===== src/rtl/hood_mode_fsm.sv =====
// hood_mode_fsm: mode sequencer for the range hood.
// Turns one-cycle button pulses and a 1 Hz strobe into the mode code used
// by the fan/timing datapath and display. Handles power on/off, gear
// selection, the one-shot hurricane (gear 3) countdown, the timed self-clean
// cycle and the standby idle auto-off.
//
// Ports:
//   clk             system clock
//   rst             synchronous reset, active-high
//   tick_1hz        one-cycle strobe, once per second
//   power_btn       power button pulse
//   gear1_btn       gear 1 button pulse
//   gear2_btn       gear 2 button pulse
//   gear3_btn       gear 3 (hurricane) button pulse
//   menu_btn        menu button pulse
//   clean_btn       self-clean button pulse
//   mode_state      000 STANDBY, 001 GEAR1, 010 GEAR2, 011 GEAR3, 100 CLEAN, 111 OFF
//   countdown_sec   remaining ticks in GEAR3/CLEAN, else 0
//   hurricane_avail gear 3 may still be entered this power session
//   menu_latched    menu pressed during the current GEAR3 run
//   clean_done      one-cycle pulse when CLEAN completes
module hood_mode_fsm #(
   parameter int unsigned HURRICANE_SEC = 60,
   parameter int unsigned CLEAN_SEC     = 180,
   parameter int unsigned IDLE_SEC      = 60
) (
   input  logic       clk,
   input  logic       rst,
   input  logic       tick_1hz,
   input  logic       power_btn,
   input  logic       gear1_btn,
   input  logic       gear2_btn,
   input  logic       gear3_btn,
   input  logic       menu_btn,
   input  logic       clean_btn,
   output logic [2:0] mode_state,
   output logic [7:0] countdown_sec,
   output logic       hurricane_avail,
   output logic       menu_latched,
   output logic       clean_done
);

   typedef enum logic [2:0] {
      ST_STANDBY = 3'b000,
      ST_GEAR1   = 3'b001,
      ST_GEAR2   = 3'b010,
      ST_GEAR3   = 3'b011,
      ST_CLEAN   = 3'b100,
      ST_OFF     = 3'b111
   } mode_t;

   localparam logic [7:0] HURRICANE_LOAD = 8'(HURRICANE_SEC);
   localparam logic [7:0] CLEAN_LOAD     = 8'(CLEAN_SEC);
   // Idle count value at which the next tick powers the hood off.
   localparam logic [7:0] IDLE_LAST      = 8'(IDLE_SEC - 1);

   mode_t      state;
   logic [7:0] idle_cnt;
   logic       any_btn;

   assign any_btn    = power_btn | gear1_btn | gear2_btn | gear3_btn |
                       menu_btn  | clean_btn;
   assign mode_state = state;

   always_ff @(posedge clk) begin
      if (rst) begin
         state           <= ST_OFF;
         countdown_sec   <= '0;
         hurricane_avail <= 1'b1;
         menu_latched    <= 1'b0;
         clean_done      <= 1'b0;
         idle_cnt        <= '0;
      end else begin
         clean_done <= 1'b0;
         case (state)
            ST_OFF: begin
               idle_cnt <= '0;
               if (power_btn) begin
                  state           <= ST_STANDBY;
                  hurricane_avail <= 1'b1;
               end
            end

            ST_STANDBY: begin
               // Any pulse (menu included) is activity; a tick alone counts.
               if (any_btn) begin
                  idle_cnt <= '0;
               end else if (tick_1hz) begin
                  if (idle_cnt >= IDLE_LAST) begin
                     state    <= ST_OFF;
                     idle_cnt <= '0;
                  end else begin
                     idle_cnt <= idle_cnt + 8'd1;
                  end
               end
               // menu is not a transition here, so it never masks lower buttons.
               if (power_btn) begin
                  state <= ST_OFF;
               end else if (clean_btn) begin
                  state         <= ST_CLEAN;
                  countdown_sec <= CLEAN_LOAD;
               end else if (gear3_btn && hurricane_avail) begin
                  state           <= ST_GEAR3;
                  countdown_sec   <= HURRICANE_LOAD;
                  hurricane_avail <= 1'b0;
                  menu_latched    <= 1'b0;
               end else if (gear2_btn) begin
                  state <= ST_GEAR2;
               end else if (gear1_btn) begin
                  state <= ST_GEAR1;
               end
            end

            ST_GEAR1, ST_GEAR2: begin
               idle_cnt <= '0;
               if (menu_btn) begin
                  state <= ST_STANDBY;
               end else if (gear3_btn && hurricane_avail) begin
                  state           <= ST_GEAR3;
                  countdown_sec   <= HURRICANE_LOAD;
                  hurricane_avail <= 1'b0;
                  menu_latched    <= 1'b0;
               end else if (gear2_btn) begin
                  state <= ST_GEAR2;
               end else if (gear1_btn) begin
                  state <= ST_GEAR1;
               end
            end

            ST_GEAR3: begin
               idle_cnt <= '0;
               if (menu_btn) menu_latched <= 1'b1;
               if (tick_1hz) begin
                  if (countdown_sec <= 8'd1) begin
                     // A menu press on the final tick still selects STANDBY.
                     countdown_sec <= '0;
                     menu_latched  <= 1'b0;
                     state         <= (menu_latched || menu_btn) ? ST_STANDBY : ST_GEAR2;
                  end else begin
                     countdown_sec <= countdown_sec - 8'd1;
                  end
               end
            end

            ST_CLEAN: begin
               idle_cnt <= '0;
               if (tick_1hz) begin
                  if (countdown_sec <= 8'd1) begin
                     countdown_sec <= '0;
                     state         <= ST_STANDBY;
                     clean_done    <= 1'b1;
                  end else begin
                     countdown_sec <= countdown_sec - 8'd1;
                  end
               end
            end

            default: begin
               state         <= ST_OFF;
               countdown_sec <= '0;
               menu_latched  <= 1'b0;
               idle_cnt      <= '0;
            end
         endcase
      end
   end

endmodule


===== config.mk =====
export PLATFORM = sky130hd
export DESIGN_NAME = hood_mode_fsm
export DESIGN_NICKNAME = d
export VERILOG_FILES = /design/src/rtl/hood_mode_fsm.sv
export SDC_FILE = /design/constraint.sdc
export NUM_CORES = 1
export LEC_CHECK = 0
export ABC_AREA = 1
export CAP_MARGIN = 20
export CELL_PAD_IN_SITES_DETAIL_PLACEMENT = 0
export CELL_PAD_IN_SITES_GLOBAL_PLACEMENT = 1
export CORE_ASPECT_RATIO = 0.5
export CORE_MARGIN = 4
export CORE_UTILIZATION = 38
export DETAILED_ROUTE_END_ITERATION = 7
export GPL_TIMING_DRIVEN = 0
export PLACE_DENSITY_LB_ADDON = 0.1
export SETUP_SLACK_MARGIN = 0.4
export SYNTH_ARGS = -nofsm -noshare
export SYNTH_HDL_FRONTEND = slang
export SYNTH_SLANG_ARGS = --single-unit

===== constraint.sdc =====
create_clock -name clk -period 1.99 [get_ports clk]
set_input_delay 0.199 -clock clk [delete_from_list [all_inputs] [get_ports clk]]
set_output_delay 0.199 -clock clk [all_outputs]
set_load 0.03 [all_outputs]

## Word level (Yosys, flattened, before mapping)

Cells that the tools add are included.

| cells by class | value |
|---|---|
| bitwise logic cells | 10 |
| eq/ne operators | 18 |
| mux-type cells | 42 |
| $lt $le $gt $ge | 2 |
| add/sub/neg operators | 2 |
| reduce and logical (&&, ||, !) cells | 13 |

Operator list:

| operator | count |
|---|---|
| 2-to-1 mux 8 bit | 7 |
| 2-to-1 mux 3 bit | 17 |
| case mux 8 bit (4 select lines) | 1 |
| != test 7 bit (second input constant) | 3 |
| != test 2 bit (second input constant) | 8 |
| case mux 3 bit (5 select lines) | 1 |
| 2-to-1 mux 1 bit | 13 |
| AND reduction 9 bit | 1 |
| adder 8 x 1 -> 8 bit (second input constant) | 1 |
| greater-or-equal comparator 8 x 6 -> 1 bit (second input constant) | 1 |
| <= comparator 8 x 1 -> 1 bit (second input constant) | 1 |
| AND reduction 4 bit | 2 |
| subtractor 8 x 1 -> 8 bit (second input constant) | 1 |
| equality test 3 x 2 -> 1 bit (second input constant) | 2 |
| equality test 3 bit (second input constant) | 2 |
| OR reduction 2 bit | 3 |
| OR reduction 3 bit | 2 |
| != test 5 bit (second input constant) | 1 |
| NOT 1 bit | 5 |
| OR 1 bit | 5 |
| AND reduction 5 bit | 1 |
| case mux 1 bit (4 select lines) | 1 |
| equality test 3 x 1 -> 1 bit (second input constant) | 1 |
| logical NOT 3 bit | 1 |
| other kinds (6) | 6 |

| word-level totals | value |
|---|---|
| bits in registers | 22 |
| output and inout port bits | 14 |

## Logic depth before layout (Yosys ltp)

| logic depth | value |
|---|---|
| depth after elaboration | 12 |
| gate-level depth with buffers | 11 |
| mapped depth without buffers | 11 |

## Worst setup path after synthesis

No wires, ideal clock.

| timing | value |
|---|---|
| path type | register to register |
| start point | register countdown_sec[1] |
| end point | register state[1], in the netlist mode_state[1] |
| slack | 355 ps |
| data arrival time | 1513 ps |
| cell stages (with the launch flop) | 12 |
| clock period less this slack | 1635 ps |
| path buffers | 0 |
| library setup time | 122 ps |
| cells stage by stage | dfxtp_1 -> inv_1 -> ha_1 -> inv_1 -> nand2_1 -> nand4_2 -> nand2_4 -> nand2_1 -> nor2_4 -> nand3_2 -> nand2_1 -> nand3_1 |

| between the ends | value |
|---|---|
| cells in the longest elaborated chain, start to end | 3 |
| elaborated cells between the ends (all ways) | 4 |
| those cells by class | order compare (1); eq/ne (2); reduce/logical (1) |

Ends and longest elaborated chain:

| element | line | RTL |
|---|---|---|
| from (decl) | 37 | `output logic [7:0] countdown_sec,` |
| from (signal assigned) | 140 | `countdown_sec <= countdown_sec - 8'd1;` |
| from (signal assigned) | 153 | `countdown_sec <= countdown_sec - 8'd1;` |
| <= comparator 8 x 1 -> 1 bit (*) | 134, 148 |  |
| != test 2 bit (no line) | - |  |
| AND reduction 9 bit (no line) (*) | - |  |
| to (signal assigned) | 138 | `state <= (menu_latched \|\| menu_btn) ? ST_STANDBY : ST_GEAR2;` |
| to (decl) | 57 | `mode_t state;` |

Mark *: on every way between the ends. The rest lies on a longest branch, timed or not.
A chain may end at the register's enable or synchronous reset.

## Final worst setup path

| timing | value |
|---|---|
| start point | register state[1], in the netlist mode_state[1] |
| end point | register countdown_sec[0] |

| between the ends | value |
|---|---|
| cells in the longest elaborated chain, start to end | 4 |
| elaborated cells between the ends (all ways) | 14 |
| those cells by class | eq/ne (8); mux (1); bitwise (1); reduce/logical (4) |

Ends and longest elaborated chain:

| element | line | RTL |
|---|---|---|
| equality test 3 x 1 -> 1 bit, or another cell as far along | 75 | `case (state)` |
| OR reduction 2 bit (on tied branches) | - |  |
| != test 2 bit (no line) or != test 2 x 1 -> 1 bit (tied branches) | - |  |
| AND reduction 4 bit (no line) | - |  |

Parallel ways exist; a longest one is shown, timed or not.

==> results.txt <==
----------------------------------------------------
[Status]
  Run status ... complete, no violations

[Detailed routing]
  Via total after detailed routing ... between 1500 and 2000
  DR DRC count ... 0
  Drt pass-1 iters ... 4
  Vias per std cell ... approximately 5.0
  Average wire per standard cell ... approximately 13 um
  Final routed wirelength across all metal layers ... around 4.1 mm
  Post-DRT Antenna Nets ... 0
  DR iter-0 viols ... 95

[Worst hold path]
  Type of the worst min-delay path ... in -> reg

[Power]
  Total power per unit cell area ... between 1500 and 2000 nW/um^2
  Leakage component of the power ... about 0.95 nW
  Post-layout total power ... 3.29 mW
  Worst IR Drop VDD ... 0.600 mV

[STA]
  Pins over their slew limit ... 0
  Final cycle utilization of the critical path ... about 77%
  Number of hold violations in the final report ... 0
  Setup violations, final ... 0
  Maximum operating frequency ... ~0.66 GHz
  Worst setup skew after layout ... about 0.0048 ns
  Slew at the pin with the worst max-slew slack ... 0.510 ns
  Final setup TNS ... 0 ns
  Unrepaired setup endpoints after global routing ... yes
  Clock period minus final worst setup slack ... about 1.5 ns
  Crit path setup slack, layout ... approximately 0.46 ns
  Relative max-transition margin ... roughly 66%

[Place]
  Count of buffers from port buffering ... 21
  GP Congestion ... 0.888
  HPWL after detailed placement ... 2.98 mm
  Placement Cell Area ... around 1800 um^2
  Pre-CTS setup slack ... between 0.15 and 0.2 ns

[Synth]
  Synth area leaders ... dfxtp_1 (29%), nand2_1 (16%), nor2_1 (7.9%)
  Seq/Total Area, Yosys ... 28.9%
  Gate Count Post-Synth ... 232
  Number of enable-type register cells in the synthesized netlist ... 0
  Synth Net Count ... roughly 240
  Mean Syn Cell Area ... approximately 6.6 um^2
  Number of warning messages in the yosys log ... 0
  Leading area contributor after synthesis ... dfxtp_1
  Area of the mapped netlist ... between 1500 and 2000 um^2
  Portion of synthesized cell area occupied by the leading cell type ... 28.9%
  Most instantiated flip-flop cell in the synthesis netlist ... dfxtp_1
  Dominant cell by count in the synthesized netlist ... nand2_1
  Number of different library cells in the post-synthesis netlist ... 34
  Most common library cells after synthesis ... nand2_1 (65), nor2_1 (32), dfxtp_1 (22)
  Proportion of register bits with asynchronous set or reset after synthesis ... 0%
  Seq cells post-synth ... 22

[Finish]
  Area taken by multi-input logic gates ... about 1000 um^2
  Area Overhead vs Synth ... 31.7%
  Footprint of the flip-flops and latches ... roughly 450 um^2
  Share of the core filled with cells in the final layout ... a little under three fifths
  ANT cells ... 0
  Fill count ... between 300 and 400
  Non-Filler Cell Area, Final ... approximately 2000 um^2
  Fraction of final layout cells with drive strength greater than 1 ... ~20%
  Net count of the finished layout ... 278

[Critical path]
  Startpoint kind of the worst setup timing path ... flip-flop
  Startpoint-to-endpoint class of the critical path ... reg -> reg
  Worst EP required ... 2.16 ns
  Worst Setup End Kind ... flip-flop
  Worst EP arrival ... roughly 1.7 ns
  Crit-path max FO ... 9

[Clock tree]
  Number of buffers created by CTS ... 3
  Max Root-Sink Buffers ... 2
  TritonCTS sink count ... 22
  Root buffer cell ... clkbuf_8
  Clock input transition at the sequential cells of the worst setup and hold paths ... 0.09 ns
  H-Tree Level Count ... 1
  Clock insertion delay at the later pin of the skew report ... roughly 0.27 ns
  CTS tree ... built

[GRT]
  Largest net degree at the start of global routing ... 14
  Number of antenna violations at the first check in global routing ... 0
  Total track usage ... ~17%
  Remaining Overflow, GRT ... 0
  Vias in the first global route ... about 1400
  Global-route wire length before repair ... 6.93 mm

[Floorplan]
  Initial Util ... a little over two fifths
  Full die area ... 5150 um^2
  Width of the chip ... about 98 um
  Site Rows ... 15
  Std-Cell Core Area ... ~3600 um^2
  Top-level port count ... 23
  Die extent in y ... ~53 um

[Run]
  Number of maximum-capacitance violations ... 0

----------------------------------------------------
## flip-flops by register name, summed over array words and instances (netlist names)
signal	flops
mode_state	3
idle_cnt	8
clean_done	1
countdown_sec	8
hurricane_avail	1
menu_latched	1
## power breakdown
part | switching (mW) | total, mW | internal (mW)
sequential | 0.130 | 0.676 | 0.546
clock | 0.163 | 0.432 | 0.269
combinational | 1.29 | 2.19 | 0.898
total | 1.58 | 3.29 | 1.71
## area by class of cell
class,instances,area share (%)
repair buffers,29,14.6
clock inverters,1,1.49
clock buffers,3,2.05
multi-input cells,178,49.8
plain buffers,1,0.187
inverters,31,6.16
well taps,51,3.18
flip-flops and latches,22,22.6
## metal layers
layer | track usage [%] | share of wire (%)
met5 | 0 | 0
met3 | 4.52 | 5.1
met2 | 28.1 | 46
met4 | 4.83 | 1.2
met1 | 22.0 | 48
## per-stage QoR
step / cells / hold slack, ns
floorplan: 232 / 0.393
global placement: 304 / 0.432
detailed placement: 304 / 0.438
CTS: 311 / 0.363
global route: 316 / 0.386
finish: 316 / 0.366
## cells by family (layout without fill, tap and decap cells)
family	Yosys count	after routing	share of synthesized area, %
buf+inv	32	65	8.04
compound gates	30	30	11.6
fa+ha+maj	3	3	2.46
flops	22	22	28.9
xor+xnor	5	5	2.87
simple gates	140	140	46.2
## what timing repair did
action / in CTS / in global routing
gates resized for setup: 10 / 19
pin swaps: 1 / 4
buffers inserted: 3 / 5
endpoints found under the setup margin: 11 / 16
hold buffers: 0 / 0
## layout by cell type (no fill, tap or decap), types with 3 or more instances in the layout
master	n
dfxtp_4	3
inv_1	19
inv_2	7
nand3_1	13
inv_4	3
dlygate4sd2_1	8
nand2_4	5
nor2_4	4
o21ai_1	7
dfxtp_1	17
a21oi_1	10
nand4_1	7
nand2_1	64
xor2_1	4
dlymetal6s2s_1	3
nand2_2	5
o21ai_0	5
buf_4	6
clkbuf_8	3
nor2_1	31
clkdlybuf4s50_1	10
## worst max-delay path, stage by stage (launching register included)
cell and delay (ns):
dfxtp_4 0.37, nor2_4 0.20, buf_4 0.16, nor2_4 0.05, nand2_4 0.07, nand3b_4 0.10
a21oi_4 0.26, o21ai_1 0.11, nand2_1 0.07, nor2_1 0.04
## final timing paths
| kind | from | end | slack [ns] | cells after the start |
|---|---|---|---|---|
| min reg2reg | idle_cnt[6] | idle_cnt[6] | 0.45 | 2 |
| max reg2reg | mode_state[1] | countdown_sec[0] | 0.46 | 9 |
| min | rst | countdown_sec[1] | 0.37 | 2 |
| max | mode_state[1] | countdown_sec[0] | 0.46 | 9 |
No activity file was read; power rests on OpenSTA's default activity.
